`src/rtl/key_pkg.sv`:
```
// Shared types and 50 MHz default timing for the key step counter.
// Optional buzzer feature (top level) is enabled by defining KEY_STEP_COUNTER_BEEP_EN.
package key_pkg;

    // Per-key debounce / long-press state machine states
    typedef enum logic [2:0] {
        IDLE,
        DEBOUNCE,
        HELD,
        REPEAT,
        REL_DB
    } key_state_t;

    // Key timers are wide enough for a multi-second hold at 50 MHz
    localparam int unsigned TMR_W = 32;

    // Default timing at 50 MHz
    localparam int unsigned DEF_DEBOUNCE_CYC = 1000000;  // 20 ms
    localparam int unsigned DEF_LONG_CYC     = 50000000; // 1 s
    localparam int unsigned DEF_REPEAT_CYC   = 10000000; // 200 ms
    localparam int unsigned DEF_BEEP_CYC     = 2500000;  // 50 ms
    localparam int unsigned DEF_BEEP_HALF    = 113636;   // 220 Hz half period

    // Terminal timer value for an interval of 'cyc' cycles (guards cyc == 0)
    function automatic logic [TMR_W-1:0] last_tick(input int unsigned cyc);
        return (cyc == 0) ? '0 : TMR_W'(cyc - 1);
    endfunction

endpackage

```
`src/rtl/key_press_fsm.sv`:
```
// One push-button: 2-FF synchroniser, debounce, single step on press,
// auto-repeat after a long hold, debounced release.
module key_press_fsm
    import key_pkg::*;
#(
    parameter int unsigned DEBOUNCE_CYC = DEF_DEBOUNCE_CYC,
    parameter int unsigned LONG_CYC     = DEF_LONG_CYC,
    parameter int unsigned REPEAT_CYC   = DEF_REPEAT_CYC
) (
    input  logic i_clk,
    input  logic i_rst,
    input  logic i_key_n,
    output logic step
);

    localparam logic [TMR_W-1:0] DB_LAST   = last_tick(DEBOUNCE_CYC);
    localparam logic [TMR_W-1:0] LONG_LAST = last_tick(LONG_CYC);
    localparam logic [TMR_W-1:0] RPT_LAST  = last_tick(REPEAT_CYC);

    logic [1:0]       r_sync;
    logic             w_k;
    key_state_t       r_state;
    key_state_t       r_prev;
    logic [TMR_W-1:0] r_timer;
    logic [TMR_W-1:0] r_rel;
    logic             r_step;

    // Two-stage synchroniser; idles at "released" so a held key after reset is a fresh press
    always_ff @(posedge i_clk or posedge i_rst) begin
        if (i_rst) r_sync <= 2'b11;
        else       r_sync <= {r_sync[0], i_key_n};
    end

    assign w_k  = ~r_sync[1];
    assign step = r_step;

    // Key FSM: r_timer tracks press/hold/repeat time, r_rel tracks release stability
    always_ff @(posedge i_clk or posedge i_rst) begin
        if (i_rst) begin
            r_state <= IDLE;
            r_prev  <= HELD;
            r_timer <= '0;
            r_rel   <= '0;
            r_step  <= 1'b0;
        end else begin
            r_step <= 1'b0;
            case (r_state)
                IDLE: begin
                    r_timer <= '0;
                    r_rel   <= '0;
                    if (w_k) r_state <= DEBOUNCE;
                end
                DEBOUNCE: begin
                    if (!w_k) begin
                        r_state <= IDLE;
                    end else if (r_timer == DB_LAST) begin
                        r_state <= HELD;
                        r_timer <= '0;
                        r_step  <= 1'b1;
                    end else begin
                        r_timer <= r_timer + 1'b1;
                    end
                end
                HELD, REPEAT: begin
                    if (!w_k) begin
                        // timer is frozen while the release is being qualified
                        r_prev  <= r_state;
                        r_rel   <= '0;
                        r_state <= REL_DB;
                    end else if ((r_state == HELD   && r_timer == LONG_LAST) ||
                                 (r_state == REPEAT && r_timer == RPT_LAST)) begin
                        r_state <= REPEAT;
                        r_timer <= '0;
                        r_step  <= 1'b1;
                    end else begin
                        r_timer <= r_timer + 1'b1;
                    end
                end
                REL_DB: begin
                    // a release bounce resumes the hold without emitting a step
                    if (w_k) begin
                        r_state <= r_prev;
                    end else if (r_rel == DB_LAST) begin
                        r_state <= IDLE;
                    end else begin
                        r_rel <= r_rel + 1'b1;
                    end
                end
                default: r_state <= IDLE;
            endcase
        end
    end

endmodule

```
`src/rtl/key_step_counter.sv`:
```
// Up/down counter driven by two debounced active-low keys with auto-repeat.
// Define KEY_STEP_COUNTER_BEEP_EN to add the 'beep' buzzer output.
module key_step_counter
    import key_pkg::*;
#(
    parameter int unsigned WIDTH        = 4,
    parameter int unsigned DEBOUNCE_CYC = DEF_DEBOUNCE_CYC,
    parameter int unsigned LONG_CYC     = DEF_LONG_CYC,
    parameter int unsigned REPEAT_CYC   = DEF_REPEAT_CYC,
    parameter int unsigned SATURATE     = 1
`ifdef KEY_STEP_COUNTER_BEEP_EN
   ,parameter int unsigned BEEP_CYC     = DEF_BEEP_CYC,
    parameter int unsigned BEEP_HALF    = DEF_BEEP_HALF
`endif
) (
    input  logic             FPGA_CLK,
    input  logic             RESET_BUT,
    input  logic             KEY_INC_N,
    input  logic             KEY_DEC_N,
    output logic [WIDTH-1:0] count,
    output logic             step_pulse,
    output logic             at_max,
    output logic             at_min
`ifdef KEY_STEP_COUNTER_BEEP_EN
   ,output logic             beep
`endif
);

    localparam logic [WIDTH-1:0] MAX_VAL = '1;

    logic [1:0]       r_rst_sync;
    logic             w_rst;
    logic             w_inc_step;
    logic             w_dec_step;
    logic             w_inc;
    logic             w_dec;
    logic             w_apply;
    logic             w_clamp;
    logic [WIDTH-1:0] w_next;
    logic [WIDTH-1:0] r_count;
    logic             r_step_pulse;
    logic             r_at_max;
    logic             r_at_min;

    // Reset asserts immediately, releases two clocks later in the FPGA_CLK domain
    always_ff @(posedge FPGA_CLK or posedge RESET_BUT) begin
        if (RESET_BUT) r_rst_sync <= 2'b11;
        else           r_rst_sync <= {r_rst_sync[0], 1'b0};
    end

    assign w_rst = r_rst_sync[1];

    key_press_fsm #(
        .DEBOUNCE_CYC (DEBOUNCE_CYC),
        .LONG_CYC     (LONG_CYC),
        .REPEAT_CYC   (REPEAT_CYC)
    ) u_key_inc (
        .i_clk   (FPGA_CLK),
        .i_rst   (w_rst),
        .i_key_n (KEY_INC_N),
        .step    (w_inc_step)
    );

    key_press_fsm #(
        .DEBOUNCE_CYC (DEBOUNCE_CYC),
        .LONG_CYC     (LONG_CYC),
        .REPEAT_CYC   (REPEAT_CYC)
    ) u_key_dec (
        .i_clk   (FPGA_CLK),
        .i_rst   (w_rst),
        .i_key_n (KEY_DEC_N),
        .step    (w_dec_step)
    );

    // Coincident inc/dec events cancel; a clamped step still counts as applied
    always_comb begin
        w_inc   = w_inc_step & ~w_dec_step;
        w_dec   = w_dec_step & ~w_inc_step;
        w_apply = w_inc | w_dec;
        w_clamp = (SATURATE != 0) &&
                  ((w_inc && r_count == MAX_VAL) || (w_dec && r_count == '0));
        w_next  = r_count;
        if (!w_clamp) begin
            if (w_inc)      w_next = r_count + 1'b1;
            else if (w_dec) w_next = r_count - 1'b1;
        end
    end

    // Counter plus flags registered from the same next value so they never disagree
    always_ff @(posedge FPGA_CLK or posedge w_rst) begin
        if (w_rst) begin
            r_count      <= '0;
            r_step_pulse <= 1'b0;
            r_at_max     <= 1'b0;
            r_at_min     <= 1'b1;
        end else begin
            r_count      <= w_next;
            r_step_pulse <= w_apply;
            r_at_max     <= (w_next == MAX_VAL);
            r_at_min     <= (w_next == '0);
        end
    end

    assign count      = r_count;
    assign step_pulse = r_step_pulse;
    assign at_max     = r_at_max;
    assign at_min     = r_at_min;

`ifdef KEY_STEP_COUNTER_BEEP_EN
    localparam logic [31:0] BEEP_LEN  = 32'(BEEP_CYC);
    localparam logic [31:0] BEEP_LEN2 = 32'(2 * BEEP_CYC);
    localparam logic [31:0] HALF_LAST = (BEEP_HALF == 0) ? 32'd0 : 32'(BEEP_HALF - 1);

    logic [31:0] r_beep_cnt;
    logic [31:0] r_half_cnt;
    logic        r_beep;

    // Burst timer and tone divider; a clamped step gets a double-length warning burst
    always_ff @(posedge FPGA_CLK or posedge w_rst) begin
        if (w_rst) begin
            r_beep_cnt <= '0;
            r_half_cnt <= '0;
            r_beep     <= 1'b0;
        end else if (w_apply) begin
            r_beep_cnt <= w_clamp ? BEEP_LEN2 : BEEP_LEN;
            r_half_cnt <= '0;
            r_beep     <= 1'b1;
        end else if (r_beep_cnt != '0) begin
            r_beep_cnt <= r_beep_cnt - 1'b1;
            if (r_beep_cnt == 32'd1) begin
                r_beep <= 1'b0;
            end else if (r_half_cnt == HALF_LAST) begin
                r_half_cnt <= '0;
                r_beep     <= ~r_beep;
            end else begin
                r_half_cnt <= r_half_cnt + 1'b1;
            end
        end
    end

    assign beep = r_beep;
`endif

endmodule

```
`config.mk`:
```
export PLATFORM = sky130hd
export DESIGN_NAME = key_step_counter
export DESIGN_NICKNAME = d
export VERILOG_FILES = /design/src/rtl/key_pkg.sv /design/src/rtl/key_press_fsm.sv /design/src/rtl/key_step_counter.sv
export SDC_FILE = /design/constraint.sdc
export NUM_CORES = 1
export LEC_CHECK = 0
export CORE_MARGIN = 5
export CORE_UTILIZATION = 61
export DETAILED_ROUTE_END_ITERATION = 6
export GPL_TIMING_DRIVEN = 0
export HOLD_SLACK_MARGIN = 0.05
export MAX_ROUTING_LAYER = met4
export PLACE_DENSITY_LB_ADDON = 0.15
export SLEW_MARGIN = 40
export SYNTH_ARGS = -nofsm -noshare
export SYNTH_HDL_FRONTEND = slang
export SYNTH_SLANG_ARGS = --single-unit
```
`constraint.sdc`:
```
create_clock -name FPGA_CLK -period 5.2 [get_ports FPGA_CLK]
set_input_delay 0.52 -clock FPGA_CLK [delete_from_list [all_inputs] [get_ports FPGA_CLK]]
set_output_delay 0.52 -clock FPGA_CLK [all_outputs]
set_load 0.05 [all_outputs]
```
==> impl_summary.log, run 1 <==
[metrics] reg-to-reg slack, setup: 2.48 ns
[metrics] Initial Util: 62.6%
[metrics] result of the run: complete, no violations
[metrics] critical path class: flop to flop
[metrics] fraction of power consumed by the clock network: 50.2%
[metrics] number of core rows: 42
[metrics] Critical Path, Cell by Cell: nor4_1 > nand4_1 > a2111oi_4 > nor3_2 > nor2_4 > buf_4 > nor2_1
[metrics] final net count: 938
[metrics] GRT met2 Usage: 39.0%
[metrics] pre-CTS setup slack: 2.64 ns
[metrics] RR Startpoint: u_key_dec.r_timer[8]$_DFFE_PP0P_
[metrics] antenna fix cells: 0
[metrics] Crit path arrival time: 3.03 ns
[metrics] GR Util All Layers: 24.7%
[metrics] I/O pin count: 11
[metrics] Worst Skew: 0.00964 ns
[metrics] sequential cell fraction of total power: 43.7%
[metrics] setup repair after global routing missed its margin: no
[metrics] Tightest Hold Check Type: flop to async pin
[metrics] number of global-route vias before repair: 6785
[metrics] aggregate routed wire length: 18400 um
[metrics] area share of the largest cell type after synthesis: 43.9%
[metrics] average vias per placed instance: 6.18
[metrics] final hold viol count: 0
[metrics] Buffers on Ports: 10
[metrics] final HPWL from detailed placement: 12600 um
[metrics] top fanout value on the critical path: 10
[metrics] power per cell area: 299 mW/mm2
[metrics] floorplan core area: 0.0133 mm2
[metrics] most used cells in the layout excluding fill and tap cells: sky130_fd_sc_hd__dfrtp_1, sky130_fd_sc_hd__nor2_1, sky130_fd_sc_hd__nand2_1, sky130_fd_sc_hd__nand3_1, sky130_fd_sc_hd__xnor2_1
[metrics] GRT busiest layer: met2
[metrics] top post-synthesis cells by area: sky130_fd_sc_hd__dfrtp_1, sky130_fd_sc_hd__nor2_1, sky130_fd_sc_hd__xnor2_1
[metrics] number of enable flip-flop cells after synthesis: 0
[metrics] slew at the pin closest to its max-slew limit: 0.727 ns
[metrics] switching part of the total power: 22.4%
[metrics] Largest stage delay, worst path: 0.63 ns
[metrics] remaining routing DRC violations: 0
[metrics] number of search-and-repair iterations in the first detailed-routing pass: 6
[metrics] final worst setup slack: 2.48 ns
[metrics] # H-tree levels: 4
[metrics] synthesized instance count: 894
[metrics] Vert. Die Dim: 127 um
[metrics] average routed wire per standard cell: 16.5 um
[metrics] number of gates resized after cts: 0
[metrics] Clk Tree Root Cell: sky130_fd_sc_hd__clkbuf_16
[metrics] power dissipated by switching net loads: 0.000631 W
[metrics] clock slew seen by the registers of the worst setup and hold paths: 0.06 ns
[metrics] share of power burned in combinational logic: 6.1%
[metrics] sequential fraction of the synthesis area: 46.7%
[metrics] hold buffer count at cts: 0
[metrics] wire length of the first global-routing pass: 31900 um
[metrics] global routing met1 resource utilization: 32.2%
[metrics] Max transition margin: 50.8%
[metrics] clock buffer count from CTS: 17
[metrics] met3 GRT Util: 5.42%
[metrics] overall overflow remaining after global route: 0
[metrics] Longest Clk Path Bufs: 2
[metrics] area of the mapped netlist: 0.00833 mm2
[metrics] Reg2Reg Capture Point: u_key_dec.r_timer[20]$_DFFE_PP0P_
[metrics] most common library cell in the layout ignoring fill and taps: sky130_fd_sc_hd__dfrtp_1
[metrics] share of cells above drive strength 1: 8.00%
[metrics] Setup Total Neg Slack: 0 ns
[metrics] number of nets with antenna violations after routing: 0
[metrics] final slew viol count: 0
[metrics] Distinct cells, synth: 67
[metrics] period utilization: 52.3%
[metrics] largest area contributor in the synthesized netlist: sky130_fd_sc_hd__dfrtp_1
[metrics] fin crit period: 2.72 ns
[metrics] maximum VDD drop: 0.225 mV
[metrics] f_max: 368 MHz
[metrics] Min Hold Slack: 0.184 ns
[metrics] Int Power: 0.00218 W
[metrics] largest net degree at the start of global routing: 69
[metrics] Setup-failing EPs final: 0
[metrics] GP Congestion: 0.956
[metrics] slowest library cell on the worst path: sky130_fd_sc_hd__nor4_1
[metrics] async set or reset register ratio after synthesis: 100%
[metrics] Filler cells: 980
[metrics] Required @ worst endpoint: 5.52 ns
[metrics] starting DRC count in detailed routing: 695
[metrics] clk_lat worst skew: 0.43 ns
[metrics] Synth Net Count: 907
[metrics] Die Span X: 127 um
[metrics] primary flip-flop cell chosen by synthesis mapping: sky130_fd_sc_hd__dfrtp_1
[metrics] overall via count from detail_route: 6888
[metrics] type of origin of the critical path: flop
[metrics] synthesis warning total: 0
[metrics] number of antenna violations at the first check in global routing: 0
[metrics] CTS tree: done
[metrics] relative area change from synthesis to final layout: 13.0%
[metrics] setup repair bufs after CTS: 0
[metrics] max-capacitance violation count: 0
[metrics] Worst Reg-to-Reg Cells: 7
[metrics] post-synthesis sequential element count: 155
[metrics] type of destination of the critical path: flop
[metrics] clk sink count: 155
[metrics] total die area: 0.0161 mm2
[metrics] Leak: 3.78 nW
[metrics] Mean Syn Cell Area: 9.31 um2
==> synth_stat cells, types with 6 or more instances <==
master / count
sky130_fd_sc_hd__dfrtp_1: 146
sky130_fd_sc_hd__nor2_1: 128
sky130_fd_sc_hd__nand2_1: 77
sky130_fd_sc_hd__nand3_1: 52
sky130_fd_sc_hd__xnor2_1: 51
sky130_fd_sc_hd__xor2_1: 37
sky130_fd_sc_hd__nand4_1: 36
sky130_fd_sc_hd__o21ai_0: 33
sky130_fd_sc_hd__nor3_1: 31
sky130_fd_sc_hd__nor4_1: 31
sky130_fd_sc_hd__inv_1: 23
sky130_fd_sc_hd__a21oi_1: 19
sky130_fd_sc_hd__clkbuf_1: 19
sky130_fd_sc_hd__and3_1: 17
sky130_fd_sc_hd__and4_1: 16
sky130_fd_sc_hd__a22o_1: 14
sky130_fd_sc_hd__and2_1: 13
sky130_fd_sc_hd__or3_1: 12
sky130_fd_sc_hd__nor2b_1: 10
sky130_fd_sc_hd__dfstp_2: 9
sky130_fd_sc_hd__ha_1: 9
sky130_fd_sc_hd__or4_1: 8
sky130_fd_sc_hd__buf_2: 7
sky130_fd_sc_hd__nor3b_1: 7
sky130_fd_sc_hd__nor4b_1: 7
sky130_fd_sc_hd__nand2b_1: 6
==> per-layer routing <==
layer / up-vias / share of wire [%]
met4: 0 / 1.4
met3: 29 / 4.6
li1: 3267 / -
met2: 197 / 49
met5: - / 0
met1: 3395 / 44
==> power by group through the flow <==
stage | combinational [W] | clock (W) | sequential (W)
6_report | 0.000172 | 0.00141 | 0.00123
5_1_grt | 0.000195 | 0.00149 | 0.00123
4_1_cts | 0.000173 | 0.00143 | 0.00123
3_5_place_dp | 0.000172 | 0 | 0.00125
3_3_place_gp | 0.000162 | 0 | 0.00125
2_1_floorplan | 0.000125 | 0 | 0.00125
==> critical path: cells and delay by family, from the launching register on <==
kind / cells / cell delay, ns
compound gates: 1 / 0.43
buf+inv: 1 / 0.22
flops: 1 / 0.46
simple gates: 5 / 1.48
==> worst max path at each step <==
stage                                           from                                 to  cells after the start
detailed placement  u_key_dec.r_timer[8]$_DFFE_PP0P_   u_key_dec.r_timer[9]$_DFFE_PP0P_                      7
global route        u_key_dec.r_timer[0]$_DFFE_PP0P_   u_key_dec.r_timer[7]$_DFFE_PP0P_                      7
CTS                 u_key_dec.r_timer[0]$_DFFE_PP0P_   u_key_dec.r_timer[7]$_DFFE_PP0P_                      7
finish              u_key_dec.r_timer[8]$_DFFE_PP0P_  u_key_dec.r_timer[20]$_DFFE_PP0P_                      7
floorplan                    r_rst_sync[1]$_DFF_PP1_                   at_max$_DFF_PP0_                      1
global placement             r_rst_sync[1]$_DFF_PP1_  u_key_inc.r_timer[26]$_DFFE_PP0P_                      1
==> sequential cells by signal, indices dropped and copies added, names as in the netlist <==
| register | flops |
|---|---|
| u_key_inc.r_rel | 32 |
| u_key_inc.r_prev | 3 |
| step_pulse | 1 |
| u_key_dec.r_state | 3 |
| u_key_dec.r_prev | 3 |
| u_key_dec.step | 1 |
| u_key_dec.r_rel | 32 |
| u_key_dec.r_timer | 32 |
| u_key_inc.r_state | 3 |
| at_min | 1 |
| u_key_inc.r_timer | 32 |
| u_key_inc.r_sync | 2 |
| r_rst_sync | 2 |
| count | 4 |
| u_key_inc.step | 1 |
| at_max | 1 |
| u_key_dec.r_sync | 2 |
==> through the flow <==
step / utilization (%) / instance area (um2) / total power [W] / instances
final: 70.8 / 9410 / 0.00281 / 1114
after global routing: 70.8 / 9410 / 0.00291 / 1114
after global placement: 65.0 / 8650 / 0.00141 / 1080
after CTS: 70.7 / 9400 / 0.00283 / 1114
after detailed placement: 65.7 / 8730 / 0.00142 / 1082
after floorplan: - / 8330 / 0.00137 / 894
==> cell type report <==
class                      instances  area, um2  share of cell area, %
multi-input combinational        685       4230                   45.0
sequential                       155       3890                   41.3
clock buffer                      21        450                   4.79
tap                              176        220                   2.34
clock inverter                    11        218                   2.31
timing repair buffer              12        155                   1.65
buffer                            31        148                   1.57
inverter                          23       93.8                  0.997
==> kinds of logic (layout without fill, tap and decap cells) <==
logic type | count (synthesis) | after routing | share of synthesized area [%]
xor+xnor | 88 | 88 | 9.26
fa+ha+maj | 9 | 9 | 1.35
compound gates | 105 | 105 | 8.78
buf+inv | 54 | 98 | 2.81
simple gates | 476 | 476 | 30.3
mux | 6 | 6 | 0.781
flops | 155 | 155 | 46.7
other cells | 1 | 1 | 0.0450
(Power assumes the default switching activity.)
==> inputs of run 2 (changes only) <==
==> constraint.sdc (replaced) <==
create_clock -name FPGA_CLK -period 2.7 [get_ports FPGA_CLK]
set_input_delay 0.27 -clock FPGA_CLK [delete_from_list [all_inputs] [get_ports FPGA_CLK]]
set_output_delay 0.27 -clock FPGA_CLK [all_outputs]
set_load 0.05 [all_outputs]
==> run 2 against run 1 <==
Via count up 0.64%. Setup slack lost 2.4 ns. Clock power up 86%. Largest power group unchanged. Core utilization up 0.81 points. Critical endpoint is now u_key_dec.r_timer[19]$_DFFE_PP0P_. Combinational power increased by 100%. Cell count rose by 0.54%. Flip-flop and latch count is the same. Power rose by 90%.
==> impl_summary.log, run 2 (same netlist as run 1, synthesis figures left out) <==
[metrics] result of the run: complete, no violations
[metrics] design area: 0.00952 mm2
[metrics] largest net degree at the start of global routing: 27
[metrics] starting DRC count in detailed routing: 720
[metrics] final hold viol count: 0
[metrics] antenna fix cells: 0
[metrics] clock slew seen by the registers of the worst setup and hold paths: 0.06 ns
[metrics] fin crit period: 2.58 ns
[metrics] floorplan core area: 0.0133 mm2
[metrics] total die area: 0.0161 mm2
[metrics] critical path class: flop to flop
[metrics] Worst Skew: 0.0130 ns
[metrics] Max transition margin: 47.9%
[metrics] aggregate routed wire length: 18500 um
[metrics] top fanout value on the critical path: 10
[metrics] reg-to-reg slack, setup: 0.12 ns
[metrics] max-capacitance violation count: 0
[metrics] Initial Util: 62.6%
[metrics] overall overflow remaining after global route: 0
[metrics] Setup-failing EPs final: 0
[metrics] Die Span X: 127 um
[metrics] Vert. Die Dim: 127 um
[metrics] type of origin of the critical path: flop
[metrics] Setup Total Neg Slack: 0 ns
[metrics] I/O pin count: 11
[metrics] RR Startpoint: u_key_dec.r_timer[12]$_DFFE_PP0P_
[metrics] maximum VDD drop: 0.735 mV
[metrics] number of search-and-repair iterations in the first detailed-routing pass: 5
[metrics] Buffers on Ports: 10
[metrics] remaining routing DRC violations: 0
[metrics] Longest Clk Path Bufs: 2
[metrics] type of destination of the critical path: flop
[metrics] clock buffer count from CTS: 17
[metrics] Reg2Reg Capture Point: u_key_dec.r_timer[19]$_DFFE_PP0P_
[metrics] number of core rows: 42
[metrics] final slew viol count: 0
[metrics] clk sink count: 155
[metrics] clk_lat worst skew: 0.44 ns
[metrics] most common library cell in the layout ignoring fill and taps: sky130_fd_sc_hd__dfrtp_1
[metrics] Clk Tree Root Cell: sky130_fd_sc_hd__clkbuf_16
[metrics] final HPWL from detailed placement: 12900 um
[metrics] relative area change from synthesis to final layout: 14.3%
[metrics] number of nets with antenna violations after routing: 0
[metrics] wire length of the first global-routing pass: 32300 um
[metrics] setup repair after global routing missed its margin: no
[metrics] # H-tree levels: 4
[metrics] total placed instance area: 0.00884 mm2
[metrics] Tightest Hold Check Type: input pin to async pin
[metrics] Crit path arrival time: 2.91 ns
[metrics] average routed wire per standard cell: 16.5 um
[metrics] period utilization: 95.6%
[metrics] Worst Reg-to-Reg Cells: 7
[metrics] number of global-route vias before repair: 6881
[metrics] CTS tree: done
[metrics] GR Util All Layers: 25.0%
[metrics] average vias per placed instance: 6.19
[metrics] overall via count from detail_route: 6932
[metrics] slew at the pin closest to its max-slew limit: 0.775 ns
[metrics] share of cells above drive strength 1: 9.00%
[metrics] final net count: 944
[metrics] number of antenna violations at the first check in global routing: 0
[metrics] power per cell area: 561 mW/mm2
[metrics] GP Congestion: 0.881
[metrics] Leak: 3.85 nW
[metrics] most used cells in the layout excluding fill and tap cells: sky130_fd_sc_hd__dfrtp_1, sky130_fd_sc_hd__nor2_1, sky130_fd_sc_hd__nand2_1, sky130_fd_sc_hd__nand3_1, sky130_fd_sc_hd__xnor2_1
[metrics] f_max: 387 MHz
[metrics] Required @ worst endpoint: 3.03 ns
[run 2: metrics by stage]
step	util [%]	hold slack [ns]	power, W	worst slack (ns)	cells
2_1_floorplan	-	0.182	0.00264	0.402	894
3_3_place_gp	65.1	0.347	0.00272	-0.323	1080
3_5_place_dp	66.5	0.257	0.00276	0.122	1087
4_1_cts	71.4	0.144	0.00536	0.0885	1119
5_1_grt	71.6	0.147	0.00551	0.00316	1120
6_report	71.6	0.145	0.00534	0.118	1120
[run 2: worst max path at each step]
| stage | start | to | slack, ns | cells after the start |
|---|---|---|---|---|
| detailed placement | u_key_inc.r_timer[22]$_DFFE_PP0P_ | u_key_inc.r_timer[17]$_DFFE_PP0P_ | 0.12 | 8 |
| CTS | u_key_inc.r_timer[22]$_DFFE_PP0P_ | u_key_inc.r_timer[31]$_DFFE_PP0P_ | 0.09 | 8 |
| global route | u_key_inc.r_timer[0]$_DFFE_PP0P_ | u_key_inc.r_timer[16]$_DFFE_PP0P_ | 0.003 | 10 |
| floorplan | r_rst_sync[1]$_DFF_PP1_ | at_max$_DFF_PP0_ | 0.40 | 1 |
| finish | u_key_dec.r_timer[12]$_DFFE_PP0P_ | u_key_dec.r_timer[19]$_DFFE_PP0P_ | 0.12 | 7 |
| global placement | r_rst_sync[1]$_DFF_PP1_ | count[1]$_DFF_PP0_ | -0.32 | 1 |
[run 2: power by group]
part	leakage (nW)	switching, W	internal (W)
logic	1.40	0.000238	0.000113
clock network	0.314	0.000992	0.00163
registers	2.13	0.0000191	0.00235
total	3.85	0.00125	0.00409
[run 2: layer usage]
layer	vias to the layer above	part of all wire [%]	GRT usage, %
li1	3284	-	-
met1	3389	45	31.7
met2	222	49	40.3
met3	37	5.0	5.00
met4	0	1.6	8.71
met5	-	0	-
[run 2: layout make-up]
cell class              count  area (um2)
plain buffers              31         148
clock buffers              20         467
clock inverters            12         184
fillers                   969        3780
inverters                  23        90.1
multi-input cells         685        4240
flip-flops and latches    155        3890
well taps                 176         220
repair buffers             18         273
[run 2: repair_timing]
item	in CTS	in global routing
setup buffers	0	1
hold buffers	0	0
setup endpoints to repair	0	26
gates resized for setup	0	2
[run 2: critical path: stages (launching register included)]
cell and delay, ns:
sky130_fd_sc_hd__dfrtp_1 0.45, sky130_fd_sc_hd__or4_1 0.51, sky130_fd_sc_hd__or3_1 0.40, sky130_fd_sc_hd__nor4_2 0.38, sky130_fd_sc_hd__nor3_2 0.18, sky130_fd_sc_hd__nor2_4 0.26
sky130_fd_sc_hd__buf_4 0.23, sky130_fd_sc_hd__nor2_1 0.07
==> inputs of run 3 (changes only) <==
--- a/config.mk
+++ b/config.mk
@@ -11,7 +11,7 @@
 export GPL_TIMING_DRIVEN = 0
 export HOLD_SLACK_MARGIN = 0.05
 export MAX_ROUTING_LAYER = met4
-export PLACE_DENSITY_LB_ADDON = 0.15
+export PLACE_DENSITY_LB_ADDON = 0.2
 export SLEW_MARGIN = 40
 export SYNTH_ARGS = -nofsm -noshare
 export SYNTH_HDL_FRONTEND = slang
==> constraint.sdc (replaced) <==
create_clock -name FPGA_CLK -period 3 [get_ports FPGA_CLK]
set_input_delay 0.3 -clock FPGA_CLK [delete_from_list [all_inputs] [get_ports FPGA_CLK]]
set_output_delay 0.3 -clock FPGA_CLK [all_outputs]
set_load 0.05 [all_outputs]
==> run 3 against run 2 <==
Sequential share of layout area rose by 0.63 points. Non-clock buffer count fell by 2. Critical path depth rose by 1. Worst hold slack improved by 0.046 ns. Cell area fell by 1.5%. Critical endpoint is now u_key_inc.r_timer[21]$_DFFE_PP0P_. Largest cell class unchanged. Highest routed layer unchanged.
==> impl_summary.log, run 3 (same netlist as run 1, synthesis figures left out) <==
[metrics] power per cell area: 476 mW/mm2
[metrics] count of buffer and inverter cells on the critical path: 2
[metrics] final HPWL from detailed placement: 13200 um
[metrics] overall via count from detail_route: 6888
[metrics] largest net degree at the start of global routing: 27
[metrics] number of core rows: 42
[metrics] final worst setup slack: 0.366 ns
[metrics] setup repair bufs after CTS: 0
[metrics] Buffers on Ports: 10
[metrics] GP Congestion: 0.900
[metrics] sequential cell fraction of total power: 47.8%
[metrics] Setup-failing EPs final: 0
[metrics] dpl cells: 1086
[metrics] clock buffer count from CTS: 17
[metrics] Setup Total Neg Slack: 0 ns
[metrics] max-capacitance violation count: 0
[metrics] clk_lat worst skew: 0.43 ns
[metrics] Initial Util: 62.6%
[metrics] Worst Skew: 0.00818 ns
[metrics] remaining routing DRC violations: 0
[metrics] slew at the pin closest to its max-slew limit: 0.761 ns
[metrics] final non-filler cell total: 1118
[metrics] fraction of power consumed by the clock network: 45.1%
[metrics] result of the run: complete, no violations
[metrics] fin crit period: 2.63 ns
[metrics] Die Span X: 127 um
[metrics] GR Util All Layers: 25.5%
[metrics] aggregate routed wire length: 18700 um
[metrics] critical path class: flop to flop
[metrics] Longest Clk Path Bufs: 2
[metrics] most common library cell in the layout ignoring fill and taps: sky130_fd_sc_hd__dfrtp_1
[metrics] starting DRC count in detailed routing: 605
[metrics] CTS tree: done
[metrics] slowest library cell on the worst path: sky130_fd_sc_hd__or4b_1
[metrics] number of antenna violations at the first check in global routing: 0
[metrics] setup repair after global routing missed its margin: no
[metrics] power dissipated by switching net loads: 0.00109 W
[metrics] Largest stage delay, worst path: 0.56 ns
[metrics] period utilization: 87.8%
[metrics] Critical Path, Cell by Cell: or4b_1 > or2_1 > nor4_4 > a2bb2oi_4 > and2_1 > buf_4 > buf_6 > nor2_1
[metrics] Clk Tree Root Cell: sky130_fd_sc_hd__clkbuf_16
[metrics] I/O pin count: 11
[metrics] final slew viol count: 0
[metrics] type of destination of the critical path: flop
[metrics] average routed wire per standard cell: 16.8 um
[metrics] pre-CTS setup slack: 0.397 ns
[metrics] Max transition margin: 48.9%
[metrics] Tightest Hold Check Type: input pin to async pin
[metrics] relative area change from synthesis to final layout: 12.5%
[metrics] f_max: 380 MHz
[metrics] number of nets with antenna violations after routing: 0
[metrics] share of cells above drive strength 1: 8.39%
[metrics] average vias per placed instance: 6.16
[metrics] number of search-and-repair iterations in the first detailed-routing pass: 5
[metrics] Int Power: 0.00337 W
[metrics] floorplan core area: 0.0133 mm2
[metrics] final net count: 942
[metrics] clock slew seen by the registers of the worst setup and hold paths: 0.06 ns
[metrics] most used cells in the layout excluding fill and tap cells: sky130_fd_sc_hd__dfrtp_1, sky130_fd_sc_hd__nor2_1, sky130_fd_sc_hd__nand2_1, sky130_fd_sc_hd__nand3_1, sky130_fd_sc_hd__xnor2_1
[metrics] maximum VDD drop: 0.443 mV
[metrics] # H-tree levels: 4
[metrics] overall overflow remaining after global route: 0
[metrics] Worst Reg-to-Reg Cells: 8
[metrics] switching part of the total power: 24.4%
[metrics] hold buffer count at cts: 0
[metrics] antenna fix cells: 0
[metrics] WP depth: 8
[metrics] total die area: 0.0161 mm2
[metrics] Leak: 3.77 nW
[metrics] type of origin of the critical path: flop
[metrics] final hold viol count: 0
[metrics] number of gates resized after cts: 0
[metrics] Crit path arrival time: 2.95 ns
[metrics] cell family with most CP delay: simple AND/OR/NAND/NOR gates
[metrics] wire length of the first global-routing pass: 33100 um
[metrics] share of power burned in combinational logic: 7.1%
[metrics] overall power of the completed layout: 0.00446 W
[metrics] Vert. Die Dim: 127 um
[metrics] number of global-route vias before repair: 7021
[metrics] Required @ worst endpoint: 3.32 ns
[metrics] clk sink count: 155
[metrics] top fanout value on the critical path: 10
run 3: per-stage QoR:
| stage | area [um2] | hold slack, ns | utilization [%] |
|---|---|---|---|
| global route | 9370 | 0.191 | 70.5 |
| CTS | 9370 | 0.184 | 70.5 |
| finish | 9370 | 0.191 | 70.5 |
| floorplan | 8330 | 0.212 | - |
| global placement | 8650 | 0.346 | 65.1 |
| detailed placement | 8820 | 0.298 | 66.4 |
run 3: area by class of cell:
class                      instances  area, um2
multi-input combinational        685       4230
fill                             967       3920
sequential                       155       3890
clock buffer                      21        450
timing repair buffer              16        243
tap                              176        220
buffer                            31        148
clock inverter                    11       97.6
inverter                          23       90.1
run 3: worst reg2reg max path, stage by stage (launching register included):
cell                        delay [ns]
sky130_fd_sc_hd__dfrtp_1          0.45
sky130_fd_sc_hd__or4b_1           0.56
sky130_fd_sc_hd__or2_1            0.28
sky130_fd_sc_hd__nor4_4           0.41
sky130_fd_sc_hd__a2bb2oi_4        0.27
sky130_fd_sc_hd__and2_1           0.17
sky130_fd_sc_hd__buf_4            0.17
sky130_fd_sc_hd__buf_6            0.16
sky130_fd_sc_hd__nor2_1           0.06
run 3: path summary, 6_finish.rpt:
check | startpoint | endpoint | slack, ns
setup / recovery | u_key_inc.r_timer[22]$_DFFE_PP0P_ | u_key_inc.r_timer[21]$_DFFE_PP0P_ | 0.37
hold / removal | RESET_BUT | r_rst_sync[0]$_DFF_PP1_ | 0.19
setup reg to reg | u_key_inc.r_timer[22]$_DFFE_PP0P_ | u_key_inc.r_timer[21]$_DFFE_PP0P_ | 0.37
hold reg to reg | r_rst_sync[1]$_DFF_PP1_ | u_key_dec.r_timer[25]$_DFFE_PP0P_ | 0.29
max in group asynchronous | r_rst_sync[1]$_DFF_PP1_ | at_min$_DFF_PP1_ | 1.60
min in group FPGA_CLK | KEY_DEC_N | u_key_dec.r_sync[0]$_DFF_PP1_ | 0.28
run 3: power groups by stage:
stage               Combinational [W]  Sequential, W  Clock, W
floorplan                    0.000217        0.00216         0
global placement             0.000278        0.00217         0
detailed placement           0.000317        0.00217         0
CTS                          0.000318        0.00213   0.00203
global route                 0.000355        0.00213   0.00215
finish                       0.000315        0.00213   0.00201
run 3: routing by layer:
metal | up-vias | part of all wire, % | track usage, %
met1 | 3403 | 44 | 32.5
met4 | 0 | 1.8 | 9.21
met2 | 176 | 50 | 40.6
met5 | - | 0 | -
li1 | 3279 | - | -
met3 | 30 | 4.4 | 5.46
